$ cat src/rtl/rcounter_monitor.sv
// rcounter_monitor: receive-side decoder and health monitor for a ring-counter bus.
// Decodes the hot-bit position of each sampled code, follows the expected rotation,
// locks onto a clean sequence, counts full revolutions while locked and reports
// sequence errors with a one-cycle pulse and a saturating error count.
module rcounter_monitor #(
    parameter int WIDTH    = 4,
    parameter int DIR      = 0,
    parameter int LOCK_CNT = 2,
    parameter int REV_W    = 8,
    localparam int IDX_W   = (WIDTH > 2) ? $clog2(WIDTH) : 1
) (
    input  logic             in_clk,
    input  logic             in_clr,
    input  logic             in_en,
    input  logic [WIDTH-1:0] in_q,
    output logic [IDX_W-1:0] o_idx,
    output logic             o_valid,
    output logic             o_lock,
    output logic             o_err,
    output logic [7:0]       o_err_cnt,
    output logic [REV_W-1:0] o_rev
);

    localparam logic [1:0] ST_SEARCH = 2'd0;
    localparam logic [1:0] ST_TRACK  = 2'd1;
    localparam logic [1:0] ST_LOCKED = 2'd2;

    localparam logic [3:0] LOCK_TGT = 4'(LOCK_CNT);

    logic [1:0]       state_q, state_d;
    logic [3:0]       step_q, step_d;
    logic [WIDTH-1:0] prev_q, prev_d;
    logic [IDX_W-1:0] idx_q, idx_d;
    logic             valid_q, valid_d;
    logic             lock_q, lock_d;
    logic             err_q, err_d;
    logic [7:0]       err_cnt_q, err_cnt_d;
    logic [REV_W-1:0] rev_q, rev_d;

    logic             one_hot;
    logic [IDX_W-1:0] hot_idx;
    logic [WIDTH-1:0] expected;
    logic             match;
    logic             wrap_step;

    // Decode the sampled code: one-hot test, hot-bit index and the code the ring should show next
    always_comb begin
        one_hot = (in_q != '0) && ((in_q & (in_q - WIDTH'(1))) == '0);
        hot_idx = '0;
        for (int i = 0; i < WIDTH; i++) begin
            if (in_q[i]) begin
                hot_idx = IDX_W'(i);
            end
        end
        if (DIR == 0) begin
            expected  = {prev_q[WIDTH-2:0], prev_q[WIDTH-1]};
            wrap_step = prev_q[WIDTH-1];
        end else begin
            expected  = {prev_q[0], prev_q[WIDTH-1:1]};
            wrap_step = prev_q[0];
        end
        match = (in_q == expected);
    end

    // Sequence tracking: search for a one-hot code, count legal steps to lock, watch for errors
    always_comb begin
        state_d   = state_q;
        step_d    = step_q;
        prev_d    = prev_q;
        idx_d     = idx_q;
        valid_d   = valid_q;
        lock_d    = lock_q;
        err_d     = 1'b0;
        err_cnt_d = err_cnt_q;
        rev_d     = rev_q;

        if (in_en) begin
            if (one_hot) begin
                valid_d = 1'b1;
                idx_d   = hot_idx;
            end else begin
                valid_d = 1'b0;
            end

            case (state_q)
                ST_SEARCH: begin
                    if (one_hot) begin
                        state_d = ST_TRACK;
                        prev_d  = in_q;
                        step_d  = 4'd0;
                    end
                end
                ST_TRACK: begin
                    if (match) begin
                        prev_d = in_q;
                        step_d = step_q + 4'd1;
                        if (step_q + 4'd1 == LOCK_TGT) begin
                            state_d = ST_LOCKED;
                            lock_d  = 1'b1;
                        end
                    end else if (one_hot) begin
                        prev_d = in_q;
                        step_d = 4'd0;
                    end else begin
                        state_d = ST_SEARCH;
                        step_d  = 4'd0;
                    end
                end
                ST_LOCKED: begin
                    if (match) begin
                        prev_d = in_q;
                        if (wrap_step) begin
                            rev_d = rev_q + REV_W'(1);
                        end
                    end else begin
                        err_d  = 1'b1;
                        lock_d = 1'b0;
                        step_d = 4'd0;
                        if (err_cnt_q != 8'hFF) begin
                            err_cnt_d = err_cnt_q + 8'd1;
                        end
                        if (one_hot) begin
                            state_d = ST_TRACK;
                            prev_d  = in_q;
                        end else begin
                            state_d = ST_SEARCH;
                        end
                    end
                end
                default: begin
                    state_d = ST_SEARCH;
                    step_d  = 4'd0;
                    lock_d  = 1'b0;
                end
            endcase
        end
    end

    // Register all state and outputs; clear has priority over enable
    always_ff @(posedge in_clk) begin
        if (in_clr) begin
            state_q   <= ST_SEARCH;
            step_q    <= 4'd0;
            prev_q    <= '0;
            idx_q     <= '0;
            valid_q   <= 1'b0;
            lock_q    <= 1'b0;
            err_q     <= 1'b0;
            err_cnt_q <= 8'd0;
            rev_q     <= '0;
        end else begin
            state_q   <= state_d;
            step_q    <= step_d;
            prev_q    <= prev_d;
            idx_q     <= idx_d;
            valid_q   <= valid_d;
            lock_q    <= lock_d;
            err_q     <= err_d;
            err_cnt_q <= err_cnt_d;
            rev_q     <= rev_d;
        end
    end

    assign o_idx     = idx_q;
    assign o_valid   = valid_q;
    assign o_lock    = lock_q;
    assign o_err     = err_q;
    assign o_err_cnt = err_cnt_q;
    assign o_rev     = rev_q;

endmodule
$ cat config.mk
export PLATFORM = sky130hd
export DESIGN_NAME = rcounter_monitor
export DESIGN_NICKNAME = d
export VERILOG_FILES = /design/src/rtl/rcounter_monitor.sv
export SDC_FILE = /design/constraint.sdc
export NUM_CORES = 1
export LEC_CHECK = 0
export ABC_AREA = 1
export BUFFER_PORTS_ARGS = -buffer_cell sky130_fd_sc_hd__buf_4
export CORE_UTILIZATION = 50
export CTS_CLUSTER_SIZE = 30
export DETAILED_ROUTE_END_ITERATION = 6
export GPL_TIMING_DRIVEN = 0
export PLACE_DENSITY = 0.8
export REMOVE_ABC_BUFFERS = 1
export SYNTH_ARGS = -nofsm -noshare
export SYNTH_HDL_FRONTEND = slang
export SYNTH_SLANG_ARGS = --single-unit
$ cat constraint.sdc
create_clock -name in_clk -period 2.15 [get_ports in_clk]
set_clock_uncertainty 0.2 [all_clocks]
set_input_delay 0.215 -clock in_clk [delete_from_list [all_inputs] [get_ports in_clk]]
set_output_delay 0.215 -clock in_clk [all_outputs]
set_load 0.01 [all_outputs]
# After elaboration in Yosys (flattened, before gate mapping)
# Cells that the tools add are included.
dict set report op_classes {
  eq_ne 11
  muxes 23
  n_div 0
  shift 0
  mul 0
  bitwise 5
  n_reduce_logical 14
  addsub 4
  n_lt_le_gt_ge 0
}
# operator count
set op_table {}
lappend op_table {{4-bit two-way mux} 5}
lappend op_table {{8-bit by 1-bit adder with 8-bit output (second input constant)} 2}
lappend op_table {{2-bit two-way mux} 7}
lappend op_table {{4-bit one-hot mux with 3 select lines} 1}
lappend op_table {{5-bit AND reduction} 2}
lappend op_table {{2-bit != test (second input constant)} 4}
lappend op_table {{8-bit != test (second input constant)} 1}
lappend op_table {{4-bit one-hot mux with 2 select lines} 1}
lappend op_table {{4-bit AND reduction} 2}
lappend op_table {{1-bit two-way mux} 7}
lappend op_table {{3-bit != test (second input constant)} 2}
lappend op_table {{2-bit one-hot mux with 3 select lines} 1}
lappend op_table {{4-bit by 1-bit adder with 4-bit output (second input constant)} 1}
lappend op_table {{4-bit bitwise AND} 1}
lappend op_table {{4-bit by 2-bit equality test with 1-bit output (second input constant)} 1}
lappend op_table {{4-bit equality test} 1}
lappend op_table {{4-bit logical NOT} 1}
lappend op_table {{1-bit inverter} 4}
lappend op_table {{2-bit AND reduction} 2}
lappend op_table {{4-bit nonzero test} 1}
lappend op_table {{4-bit by 1-bit subtractor with 4-bit output (second input constant)} 1}
lappend op_table {{1-bit one-hot mux with 3 select lines} 1}
lappend op_table {{3-bit AND reduction} 1}
lappend op_table {{3-bit OR reduction} 1}
lappend op_table {{other kinds (6)} 6}
dict set report word_totals {
  inputBits 7
  rom_bits 0
  latch_bits 0
  n_memories 0
  ramBits 0
  wordCells 66
  reg_bits 31
}

# Logic depth before layout (Yosys ltp)
dict set report depth {
  word_depth 7
  depth_mapped 11
}

# Least setup slack after synthesis
# Ideal clock, no wire load.
dict set report synth_timing {
  path_type {reg-to-reg}
  startpoint {reg err_cnt_q[0] (netlist: o_err_cnt[0])}
  endpoint {reg err_cnt_q[2] (netlist: o_err_cnt[2])}
  path_slack_ns 0.513
  arrival_time_ns 1.306
  path_buffers 0
  synth_period_minus_slack_ns 1.637
  stages_incl_launch_ff 9
  setup_time_ns 0.132
  cell_sequence {dfxtp_1 ha_1 nand3_1 nor2_1 nand3_1 nand3_4 inv_4 a21oi_1 nor3_1}
}
dict set report synth_between {
  elab_chain_cells 2
}
# item line_no
set synth_rtl {}
lappend synth_rtl {{from (decl)} 37} ;# logic [7:0] err_cnt_q, err_cnt_d;
lappend synth_rtl {{from (signal assigned)} 159} ;# err_cnt_q <= err_cnt_d;
lappend synth_rtl {{parallel branches: the longest is 2 deep, another holds 8-bit by 1-bit adder with 8-bit output} n/a}
# Parallel ways; which one is timed is not known.
# A chain may end at the register's enable or synchronous reset.

# Final worst setup path
dict set report layout_timing {
  startpoint {in in_q[2]}
  endpoint {reg step_q[1]}
}
dict set report layout_between {
  elab_chain_cells 6
}
# item line_no
set layout_rtl {}
lappend layout_rtl {{from (decl)} 15} ;# input logic [WIDTH-1:0] in_q,
lappend layout_rtl {{4-bit by 1-bit subtractor with 4-bit output} 48} ;# one_hot = (in_q != '0) && ((in_q & (in_q - WIDTH'(1))) == '0);
lappend layout_rtl {{4-bit bitwise AND} 48}
lappend layout_rtl {{4-bit logical NOT} 48}
lappend layout_rtl {{1-bit logical AND} 48}
lappend layout_rtl {{2-bit != test (no source line)} n/a}
lappend layout_rtl {{3-bit AND reduction (no source line)} n/a}
lappend layout_rtl {{to (signal assigned)} 153} ;# step_q <= step_d;
lappend layout_rtl {{to (decl)} 31} ;# logic [3:0] step_q, step_d;
# Parallel ways exist; a longest one is shown, timed or not.

==> results.py <==
metrics = {
    "timing": {
        "finalCritPeriodShare_pct": 84.38,
        "hold_viol": 0,
        "hold_ws_ns": 0.01621,
        "worst_pin_slew_ns": 0.5642,
        "period_needed_ns": 1.814,
        "finalWorstSetupSlack_ns": 0.3357,
        "slew_violations": 0,
        "rsz0062_at_grt": "false",
        "max_freq_ghz": 0.5512,
        "setup_viol": 0,
        "slew_headroom_pct": 62.34,
        "finalSetupTns_ns": 0,
    },
    "setup_path": {
        "worstSetupStartpointType": "input port",
        "crit_path_max_fanout": 8,
        "worstSetupPathType": "input port to flip-flop",
        "worstPathRequired_ns": 2.19,
        "end_kind": "flip-flop",
        "cp.arrival_ns": 1.86,
    },
    "place": {
        "numPortBuffers": 27,
        "dpl.hpwl_um": 2403,
        "placed_cells": 320,
        "place_congestion": 0.7943,
        "place_area_sq_mm": 0.002019,
        "dp_worst_setup_slack_ns": 0.3719,
    },
    "min_path": {
        "min_path_type": "input port to flip-flop",
    },
    "routing": {
        "dr.pass1.iters": 5,
        "wl_per_cell_um": 10.28,
        "viasPerCell": 4.907,
        "drc": 0,
        "drt-total-wl_um": 3412,
        "postRouteAntennaNets": 0,
        "drt_iter0_markers": 57,
        "num_vias": 1629,
    },
    "grt": {
        "grt_max_degree": 20,
        "grt_pass1_wl_um": 5775,
        "grt.total_usage_pct": 20.66,
        "grt_pass1_vias": 1416,
        "grt_antenna_before_repair": 0,
        "grt.overflow.total": 0,
    },
    "logic_synthesis": {
        "netlist_area_sq_mm": 0.001774,
        "synth-seq-cells": 31,
        "yosysTopAreaCell": "dfxtp_1",
        "yosysUniqueCellTypes": 28,
        "syn_area_per_cell_sq_um": 7.125,
        "syn_inst": 249,
        "yosys_warnings": 0,
        "synth_top_area_share_pct": 34.98,
        "synth.area.top_cells": "dfxtp_1 (35%), nand2_1 (12%), inv_1 (6.6%)",
        "synth.yosys.seq_area_share_pct": 34.98,
    },
    "die": {
        "core-area_sq_mm": 0.003363,
        "start_util_pct": 52.75,
        "io_pins": 28,
        "dieArea_sq_mm": 0.003791,
        "placement_rows": 21,
        "die_x_um": 61.57,
        "die_h_um": 61.57,
    },
    "power_and_ir_drop": {
        "power_mw": 1.333,
        "power_density_mw_per_mm2": 625.4,
        "peakVddDrop_v": 0.0003713,
        "p_leak_nw": 0.9668,
    },
    "final_layout": {
        "drive_above_1_share_pct": 21.68,
        "fin_util_pct": 63.39,
        "layoutNonFillerInstCount": 332,
        "n_antenna_cell": 0,
        "area_growth_pct": 20.17,
        "fin_area_sq_mm": 0.002132,
        "final_nets": 300,
    },
    "clock_tree": {
        "cts_sinks": 31,
        "cts-htree-levels": 2,
        "cts_root_buffer": "clkbuf_4",
        "postCtsSetupBuffers": 0,
        "clkTransAtPathRegs_ns": 0.10,
        "cts_buffers": 5,
        "clock_latency_ns": 0.34,
        "clk_path_buf_depth": 2,
        "cts_tree": "yes",
    },
    "run": {
        "max_cap_violations": 0,
    },
    "run_status": {
        "status": "finished clean",
    },
}
report_power, final:
group,internal [mW],leakage (nW),switching [mW]
Sequential,0.608,0.252,0.0299
Clock,0.191,0.0375,0.213
Combinational,0.111,0.677,0.181
Total,0.909,0.967,0.424
registers in the layout (all words and copies together) (netlist names):
register and cells:
step_q 4, o_rev 8, o_err 1, prev_q 4, o_idx 2, o_lock 1, state_q 2, o_valid 1
o_err_cnt 8
cell usage in the layout (no fill, tap or decap):
cell	n
a21oi_1	19
a21oi_2	2
buf_4	27
clkbuf_4	5
clkbuf_8	2
clkinv_2	1
clkinvlp_4	1
dfxtp_1	31
dlygate4sd3_1	4
ha_1	8
inv_1	31
inv_2	4
inv_4	2
nand2_1	55
nand2_2	5
nand2_4	2
nand3_1	16
nand3_4	3
nand3b_1	1
nand4_1	2
nand4_4	1
nor2_1	28
nor2_2	3
nor2_8	2
nor3_1	8
nor3_2	1
o21ai_0	12
o21ai_1	5
o21ai_2	1
xnor2_1	2
xor2_1	2
area by class of cell:
| class | instances | area [sq um] |
|---|---|---|
| clock inverter | 1 | 7.507 |
| multi-input combinational | 178 | 989.7 |
| tap | 46 | 57.56 |
| clock buffer | 7 | 65.06 |
| timing repair buffer | 31 | 242.7 |
| sequential | 31 | 620.6 |
| inverter | 38 | 148.9 |
| fill | 320 | 1231 |
per-layer routing:
metal	wire length, um	up-vias	global-route usage (%)
met5	0	-	0
met4	72	0	12.38
met3	145	7	4.832
met2	1530	31	32.26
met1	1664	726	25.83
li1	-	865	-
final timing paths:
path,startpoint,slack (ns),to,cells past startpoint
setup / recovery,in_q[2],0.34,step_q[1],12
hold / removal,in_q[3],0.02,prev_q[3],3
setup reg to reg,state_q[0],0.37,o_rev[3],8
hold reg to reg,o_idx[0],0.25,o_idx[0],2
Yosys cell counts (all sizes together):
library cell and number:
nor3 9, buf 1, clkbuf 1, nand3b 1, nand2 62, xnor2 2, clkinv 1, nand3 19
xor2 2, dfxtp 31, inv 37, nand4 3, o21ai 18, ha 8, nor2 33, a21oi 21
cell families (layout without fill, tap and decap cells):
logic type / count (synthesis) / after routing / share of synthesized area [%]
buf+inv: 40 / 77 / 9.237
flops: 31 / 31 / 34.98
fa+ha+maj: 8 / 8 / 5.642
simple gates: 127 / 127 / 36.53
compound gates: 39 / 39 / 11.64
xor+xnor: 4 / 4 / 1.975
critical path, cell delays in order:
cell and delay [ns]:
dlygate4sd3_1 0.53, buf_4 0.15, inv_2 0.06, nand2_1 0.08, nand2_1 0.10, nand3_1 0.19
nand2_1 0.16, nand2_4 0.08, inv_4 0.09, o21ai_1 0.06, o21ai_1 0.08, nor2_1 0.05
repair_timing:
action                                 in CTS  in global routing
hold buffers                                4                  0
gates resized for setup                     0                  0
endpoints found under the hold margin      14                  0
No activity file was read; power rests on OpenSTA's default activity.
